## config.mk

```make
export PLATFORM = sky130hd
export DESIGN_NAME = rv_mem_access_unit
export DESIGN_NICKNAME = d
export VERILOG_FILES = /design/src/rtl/rv_mem_access_unit.sv
export SDC_FILE = /design/constraint.sdc
export NUM_CORES = 1
export LEC_CHECK = 0
export ABC_CLOCK_PERIOD_IN_PS = 3300
export BUFFER_PORTS_ARGS = -buffer_cell sky130_fd_sc_hd__buf_4
export CORE_MARGIN = 10
export CORE_UTILIZATION = 40
export CTS_CLUSTER_SIZE = 30
export DETAILED_ROUTE_END_ITERATION = 10
export PLACE_DENSITY = 0.62
export SLEW_MARGIN = 20
export SYNTH_ARGS = -nofsm -noshare
export SYNTH_HDL_FRONTEND = slang
export SYNTH_SLANG_ARGS = --single-unit
export TNS_END_PERCENT = 100
```

## constraint.sdc

```tcl
create_clock -name clk_i -period 3.3 [get_ports clk_i]
set_input_delay 0.495 -clock clk_i [delete_from_list [all_inputs] [get_ports clk_i]]
set_output_delay 0.495 -clock clk_i [all_outputs]
set_load 0.005 [all_outputs]
```

## src/rtl/rv_mem_access_unit.sv

```systemverilog
// rv_mem_access_unit: load/store controller between the core datapath and a single-port synchronous data RAM.
// Optional MEM_ACCESS_ALIGN_CHECK_EN rejects misaligned or reserved-size accesses with rsp_err_o.
`default_nettype none

module rv_mem_access_unit #(
    parameter int RAM_AW   = 10,
    parameter int READ_LAT = 1
) (
    input  logic              clk_i,
    input  logic              rst_ni,
    input  logic              req_valid_i,
    output logic              req_ready_o,
    input  logic              req_we_i,
    input  logic [1:0]        req_size_i,
    input  logic              req_unsigned_i,
    input  logic [31:0]       req_addr_i,
    input  logic [31:0]       req_wdata_i,
    output logic              rsp_valid_o,
    input  logic              rsp_ready_i,
    output logic [31:0]       rsp_rdata_o,
    output logic              rsp_err_o,
    output logic [RAM_AW-1:0] ram_addr_o,
    output logic [31:0]       ram_din_o,
    output logic              ram_we_o,
    input  logic [31:0]       ram_dout_i
);

    typedef enum logic [2:0] {
        S_IDLE = 3'd0,
        S_RD   = 3'd1,
        S_WAIT = 3'd2,
        S_WR   = 3'd3,
        S_RESP = 3'd4
    } state_t;

    localparam logic [1:0] CNT_INIT = 2'(READ_LAT - 1);

    state_t              state_q;
    logic [1:0]          cnt_q;
    logic                we_q;
    logic [1:0]          size_q;
    logic                uns_q;
    logic [1:0]          lo_q;
    logic [15:0]         wdata_q;
    logic                req_ready_q;
    logic                rsp_valid_q;
    logic [31:0]         rsp_rdata_q;
    logic                rsp_err_q;
    logic [RAM_AW-1:0]   ram_addr_q;
    logic [31:0]         ram_din_q;
    logic                ram_we_q;

    logic                req_err_d;
    logic [31:0]         load_data_d;
    logic [31:0]         merge_d;
    logic [7:0]          byte_d;
    logic [15:0]         half_d;
    logic                unused_addr_bits;

    // Address bits above the RAM window wrap and are intentionally dropped.
    assign unused_addr_bits = ^req_addr_i[31:RAM_AW+2];

`ifdef MEM_ACCESS_ALIGN_CHECK_EN
    assign req_err_d = (req_size_i == 2'b11)
                    || (req_size_i == 2'b01 && req_addr_i[0])
                    || (req_size_i == 2'b10 && req_addr_i[1:0] != 2'b00);
`else
    assign req_err_d = 1'b0;
`endif

    always_comb begin
        byte_d      = ram_dout_i[8*lo_q +: 8];
        half_d      = lo_q[1] ? ram_dout_i[31:16] : ram_dout_i[15:0];
        load_data_d = ram_dout_i;
        merge_d     = ram_dout_i;
        case (size_q)
            2'b00: begin
                load_data_d           = {{24{~uns_q & byte_d[7]}}, byte_d};
                merge_d[8*lo_q +: 8]  = wdata_q[7:0];
            end
            2'b01: begin
                load_data_d = {{16{~uns_q & half_d[15]}}, half_d};
                if (lo_q[1]) merge_d[31:16] = wdata_q;
                else         merge_d[15:0]  = wdata_q;
            end
            default: begin
                load_data_d = ram_dout_i;
                merge_d     = ram_dout_i;
            end
        endcase
    end

    always_ff @(posedge clk_i or negedge rst_ni) begin
        if (!rst_ni) begin
            state_q     <= S_IDLE;
            cnt_q       <= 2'd0;
            we_q        <= 1'b0;
            size_q      <= 2'b00;
            uns_q       <= 1'b0;
            lo_q        <= 2'b00;
            wdata_q     <= 16'h0;
            req_ready_q <= 1'b1;
            rsp_valid_q <= 1'b0;
            rsp_rdata_q <= 32'h0;
            rsp_err_q   <= 1'b0;
            ram_addr_q  <= '0;
            ram_din_q   <= 32'h0;
            ram_we_q    <= 1'b0;
        end else begin
            case (state_q)
                S_IDLE: begin
                    if (req_valid_i) begin
                        req_ready_q <= 1'b0;
                        we_q        <= req_we_i;
                        size_q      <= req_size_i;
                        uns_q       <= req_unsigned_i;
                        lo_q        <= req_addr_i[1:0];
                        wdata_q     <= req_wdata_i[15:0];
                        ram_addr_q  <= req_addr_i[RAM_AW+1:2];
                        rsp_rdata_q <= 32'h0;
                        rsp_err_q   <= 1'b0;
                        if (req_err_d) begin
                            rsp_err_q   <= 1'b1;
                            rsp_valid_q <= 1'b1;
                            state_q     <= S_RESP;
                        end else if (req_we_i && req_size_i[1]) begin
                            // Full-word store (reserved size folds to word) needs no read.
                            ram_din_q <= req_wdata_i;
                            ram_we_q  <= 1'b1;
                            state_q   <= S_WR;
                        end else begin
                            state_q <= S_RD;
                        end
                    end
                end
                S_RD: begin
                    cnt_q   <= CNT_INIT;
                    state_q <= S_WAIT;
                end
                S_WAIT: begin
                    if (cnt_q == 2'd0) begin
                        if (we_q) begin
                            ram_din_q <= merge_d;
                            ram_we_q  <= 1'b1;
                            state_q   <= S_WR;
                        end else begin
                            rsp_rdata_q <= load_data_d;
                            rsp_valid_q <= 1'b1;
                            state_q     <= S_RESP;
                        end
                    end else begin
                        cnt_q <= cnt_q - 2'd1;
                    end
                end
                S_WR: begin
                    ram_we_q    <= 1'b0;
                    rsp_valid_q <= 1'b1;
                    state_q     <= S_RESP;
                end
                S_RESP: begin
                    if (rsp_ready_i) begin
                        rsp_valid_q <= 1'b0;
                        req_ready_q <= 1'b1;
                        state_q     <= S_IDLE;
                    end
                end
                default: begin
                    ram_we_q    <= 1'b0;
                    rsp_valid_q <= 1'b0;
                    req_ready_q <= 1'b1;
                    state_q     <= S_IDLE;
                end
            endcase
        end
    end

    assign req_ready_o = req_ready_q;
    assign rsp_valid_o = rsp_valid_q;
    assign rsp_rdata_o = rsp_rdata_q;
    assign rsp_err_o   = rsp_err_q;
    assign ram_addr_o  = ram_addr_q;
    assign ram_din_o   = ram_din_q;
    assign ram_we_o    = ram_we_q;

endmodule

`default_nettype wire

```

==> summary.txt <==
Placement
  – I/O Buffers: 160
  – Placed cells: 848
  – GPL Wtd Cong: 0.9213
  – Placed wire-length estimate: between 10 and 15 mm

Routing
  – Initial DRT Pass Iterations: 6
  – Antenna-violating nets left: 0
  – # DRC: 0
  – Initial DRC count: between 400 and 500
  – Routed WL: between 15 and 20 mm
  – Routed length per instance: about 22 um
  – Detailed-route via count: approximately 5000
  – DR vias/cell: between 5 and 6

Final layout
  – Non-filler cells in the finished layout: about 860
  – FILL cells: roughly 1200
  – Layout cell share with drive strength beyond 1: 34.93%
  – Diodes inserted: 0
  – Area Overhead vs Synth: 29.09%
  – Final nets: between 700 and 800

Pwr
  – Pwr per Cell Area: approximately 940 nW/um^2
  – Pleak: 0.003309 uW
  – Peak supply drop: approximately 0.4 mV

Worst setup path
  – CP Max Fanout: 20
  – Crit path largest cell delay: ~0.76 ns
  – Required time of the critical path: around 3.6 ns
  – Cell Chain, Critical Path: nor3b_2 -> buf_4 -> and2_1 -> o2111ai_2 -> nand2_1
  – CP arrival: between 2 and 3 ns
  – Type of origin of the critical path: register
  – CP Capture Type: register
  – CP max stage cell: dfrtp_1
  – Setup CP Type: reg -> reg

STA
  – Fmax: between 300 and 400 MHz
  – Slew Limit Fails: 0
  – Unrepaired setup endpoints after global routing: false
  – Worst Skew: ~0.0064 ns
  – Hold Slack: around 0.27 ns
  – Tcrit/Tclk final: between 70 and 80%
  – Setup TNS Final: 0 ns
  – Slew headroom: around 37%
  – Slew @ Worst Pin: about 0.94 ns
  – Fin crit period: roughly 2.6 ns
  – Final hold vios: 0
  – Final number of setup-violating endpoints: 0

Clocking
  – CTS H-Tree Depth: 3
  – Post-CTS Hold Buffers: 0
  – Reg clk slew, reported paths: around 0.070 ns
  – CTS tree: done
  – Clk sinks: approximately 100
  – CTS Buffer Depth: 2
  – Latest clock arrival within the worst-skew pair: 0.36 ns
  – Post-CTS Resized: 0
  – CTS root buf: clkbuf_16
  – Clock buffer count from CTS: 9
  – # Post-CTS Setup Buffers: 0

Run status
  – Status: finished, final reports clean

Logic synthesis
  – Number of enable flip-flop cells after synthesis: 0
  – Main synth FF type: dfrtp_1
  – #FFs+latches synth: 104
  – Netlist cell types: 54
  – Post-synthesis sequential area ratio: 47.07%
  – Mapped Nets: 654
  – Ys Warns: 0
  – Synthesized area: ~5500 um^2
  – Asr flop ratio synth: between 90% and 100%
  – Synth Instances: around 540
  – Syn avg cell area: slightly above 10 um^2

Global routing
  – Global route hottest layer: met2
  – All-Layer GR Usage: 19.40%
  – Total gr overflow: 0
  – Met3 usage: about 6.3%
  – Number of global-route vias before repair: about 5000
  – Antenna violations before repair: 0
  – Largest net degree at the start of global routing: 75
  – First-pass GRT wire length: between 20 and 30 mm
  – Met2 Use GR: a little under a third
  – Grt met1 use: around 24%

Job
  – Max_cap viols: 0

Min path
  – Hold Path Class: in -> async

Floorplanning
  – I/O pin count: roughly 180
  – Core Box Area: between 10000 and 15000 um^2
  – FP Rows: between 40 and 50
  – Starting Density: 41.28%
  – Die W: 137.6 um
  – Die Y: 137.6 um
  – Full die area: roughly 19000 um^2
## path summary, 6_finish.rpt
path | startpoint | endpoint | slack [ns] | cells past startpoint
worst max-delay path | state_q[1]$_DFFE_PN0P_ | rsp_rdata_o[29]$_DFFE_PN0P_ | 0.67 | 5
worst min-delay path | rst_ni | ram_din_o[19]$_DFFE_PN0P_ | 0.27 | 1
worst max register to register | state_q[1]$_DFFE_PN0P_ | rsp_rdata_o[29]$_DFFE_PN0P_ | 0.67 | 5
worst min register to register | ram_din_o[23]$_DFFE_PN0P_ | ram_din_o[23]$_DFFE_PN0P_ | 0.48 | 2
max in group asynchronous | rst_ni | rsp_rdata_o[7]$_DFFE_PN0P_ | 2.21 | 2
min in group clk_i | req_addr_i[1] | lo_q[1]$_DFFE_PN0P_ | 0.34 | 3
## per-layer routing
metal  part of all wire [%]  wire length, um
met3                    9.2             1719
met2                     48             8994
met1                     40             7487
met5                      0                0
met4                    2.1              394
## logic make-up (layout without fill, tap and decap cells)
logic type	after synthesis	count (layout)	synth area share [%]
adders and majority gates	6	6	1.357
muxes	46	46	9.432
DFF	104	104	47.07
other	1	1	0.06779
buffers and inverters	49	192	4.207
AOI/OAI and AO/OA	191	191	24.66
and+or+nand+nor	147	147	13.21
## power breakdown
group | internal, uW | leakage, uW | total, uW | switching (uW)
registers | 1880 | 0.00129 | 2380 | 504
clock network | 662 | 0.000143 | 1140 | 480
logic | 1570 | 0.00187 | 3200 | 1630
## cell type report
| cell class | count | area [um^2] | area share, % |
|---|---|---|---|
| clock inverters | 3 | 67.56 | 0.9462 |
| multi-input cells | 391 | 2706 | 37.90 |
| clock buffers | 12 | 236.5 | 3.312 |
| well taps | 176 | 220.2 | 3.084 |
| flip-flops and latches | 104 | 2604 | 36.46 |
| inverters | 6 | 22.52 | 0.3154 |
| repair buffers | 171 | 1284 | 17.98 |
## worst max-delay path, delay by kind of cell (launching register included)
family,cells,cell delay [ns]
AOI/OAI and AO/OA,1,0.56
DFF,1,0.76
and+or+nand+nor,3,0.99
buffers and inverters,1,0.23
## cells in the final DEF, fill, tap and decap left out, types with 2 or more instances in the layout
master       n
nand2_1     65
o21ai_0     40
o21a_1       6
o31ai_1     22
nor2b_1     12
clkbuf_16    9
a222oi_1     6
clkinv_1     2
mux2i_1      6
nor2_1      31
nor3_1      11
nor3b_1      3
and3b_1      2
ha_1         6
inv_1        4
a21oi_1     20
a21boi_0     2
a22oi_1     22
clkbuf_1     3
a221oi_1    33
nor3b_2      3
dfrtp_1    103
a21o_1      14
mux2_2      39
or2_2        4
bufinv_16    2
a211oi_1    14
nand2b_1     7
buf_4      171
## state kept, by name, summed over array words and instances, names as in the netlist
signal / cells
cnt_q: 2
lo_q: 2
ram_addr_o: 10
ram_din_o: 32
ram_we_o: 1
req_ready_o: 1
rsp_rdata_o: 32
rsp_valid_o: 1
size_q: 2
state_q: 3
uns_q: 1
wdata_q: 16
we_q: 1
## synthesized netlist by cell type, types with 2 or more instances
| cell | instances | area (um^2) |
|---|---|---|
| mux2_2 | 39 | 439.2 |
| a222oi_1 | 6 | 60.06 |
| a21oi_1 | 20 | 100.1 |
| inv_1 | 4 | 15.01 |
| a211oi_1 | 14 | 105.1 |
| clkinv_1 | 2 | 7.510 |
| or2_2 | 4 | 25.02 |
| a221oi_1 | 33 | 289.0 |
| and3b_1 | 2 | 17.52 |
| o31ai_1 | 22 | 165.2 |
| o21a_1 | 6 | 45.04 |
| a21boi_0 | 2 | 15.01 |
| nand2b_1 | 7 | 43.79 |
| a22oi_1 | 22 | 165.2 |
| nor3b_1 | 3 | 22.52 |
| buf_2 | 18 | 90.09 |
| buf_1 | 2 | 7.510 |
| buf_6 | 3 | 33.78 |
| o21ai_0 | 40 | 200.2 |
| nand2_1 | 65 | 244.0 |
| dfrtp_1 | 103 | 2577 |
| nor3_1 | 11 | 55.05 |
| nor2_1 | 31 | 116.4 |
| ha_1 | 6 | 75.07 |
| clkbuf_1 | 19 | 71.32 |
| nor2b_1 | 12 | 75.07 |
| mux2i_1 | 6 | 60.06 |
| nor3b_2 | 3 | 37.54 |
| a21o_1 | 14 | 105.1 |
## through the flow
stage | cell area (um^2) | util (%) | power (uW) | setup WS, ns
4_1_cts | 7141 | 53.29 | 6742 | 0.6780
6_report | 7141 | 53.29 | 6716 | 0.6669
3_5_place_dp | 6837 | 51.02 | 5597 | 0.6926
5_1_grt | 7141 | 53.29 | 7186 | 0.4152
2_1_floorplan | 5532 | - | 4191 | 1.030
3_3_place_gp | 6837 | 51.02 | 5500 | 0.7283
No activity file was read; power rests on OpenSTA's default activity.
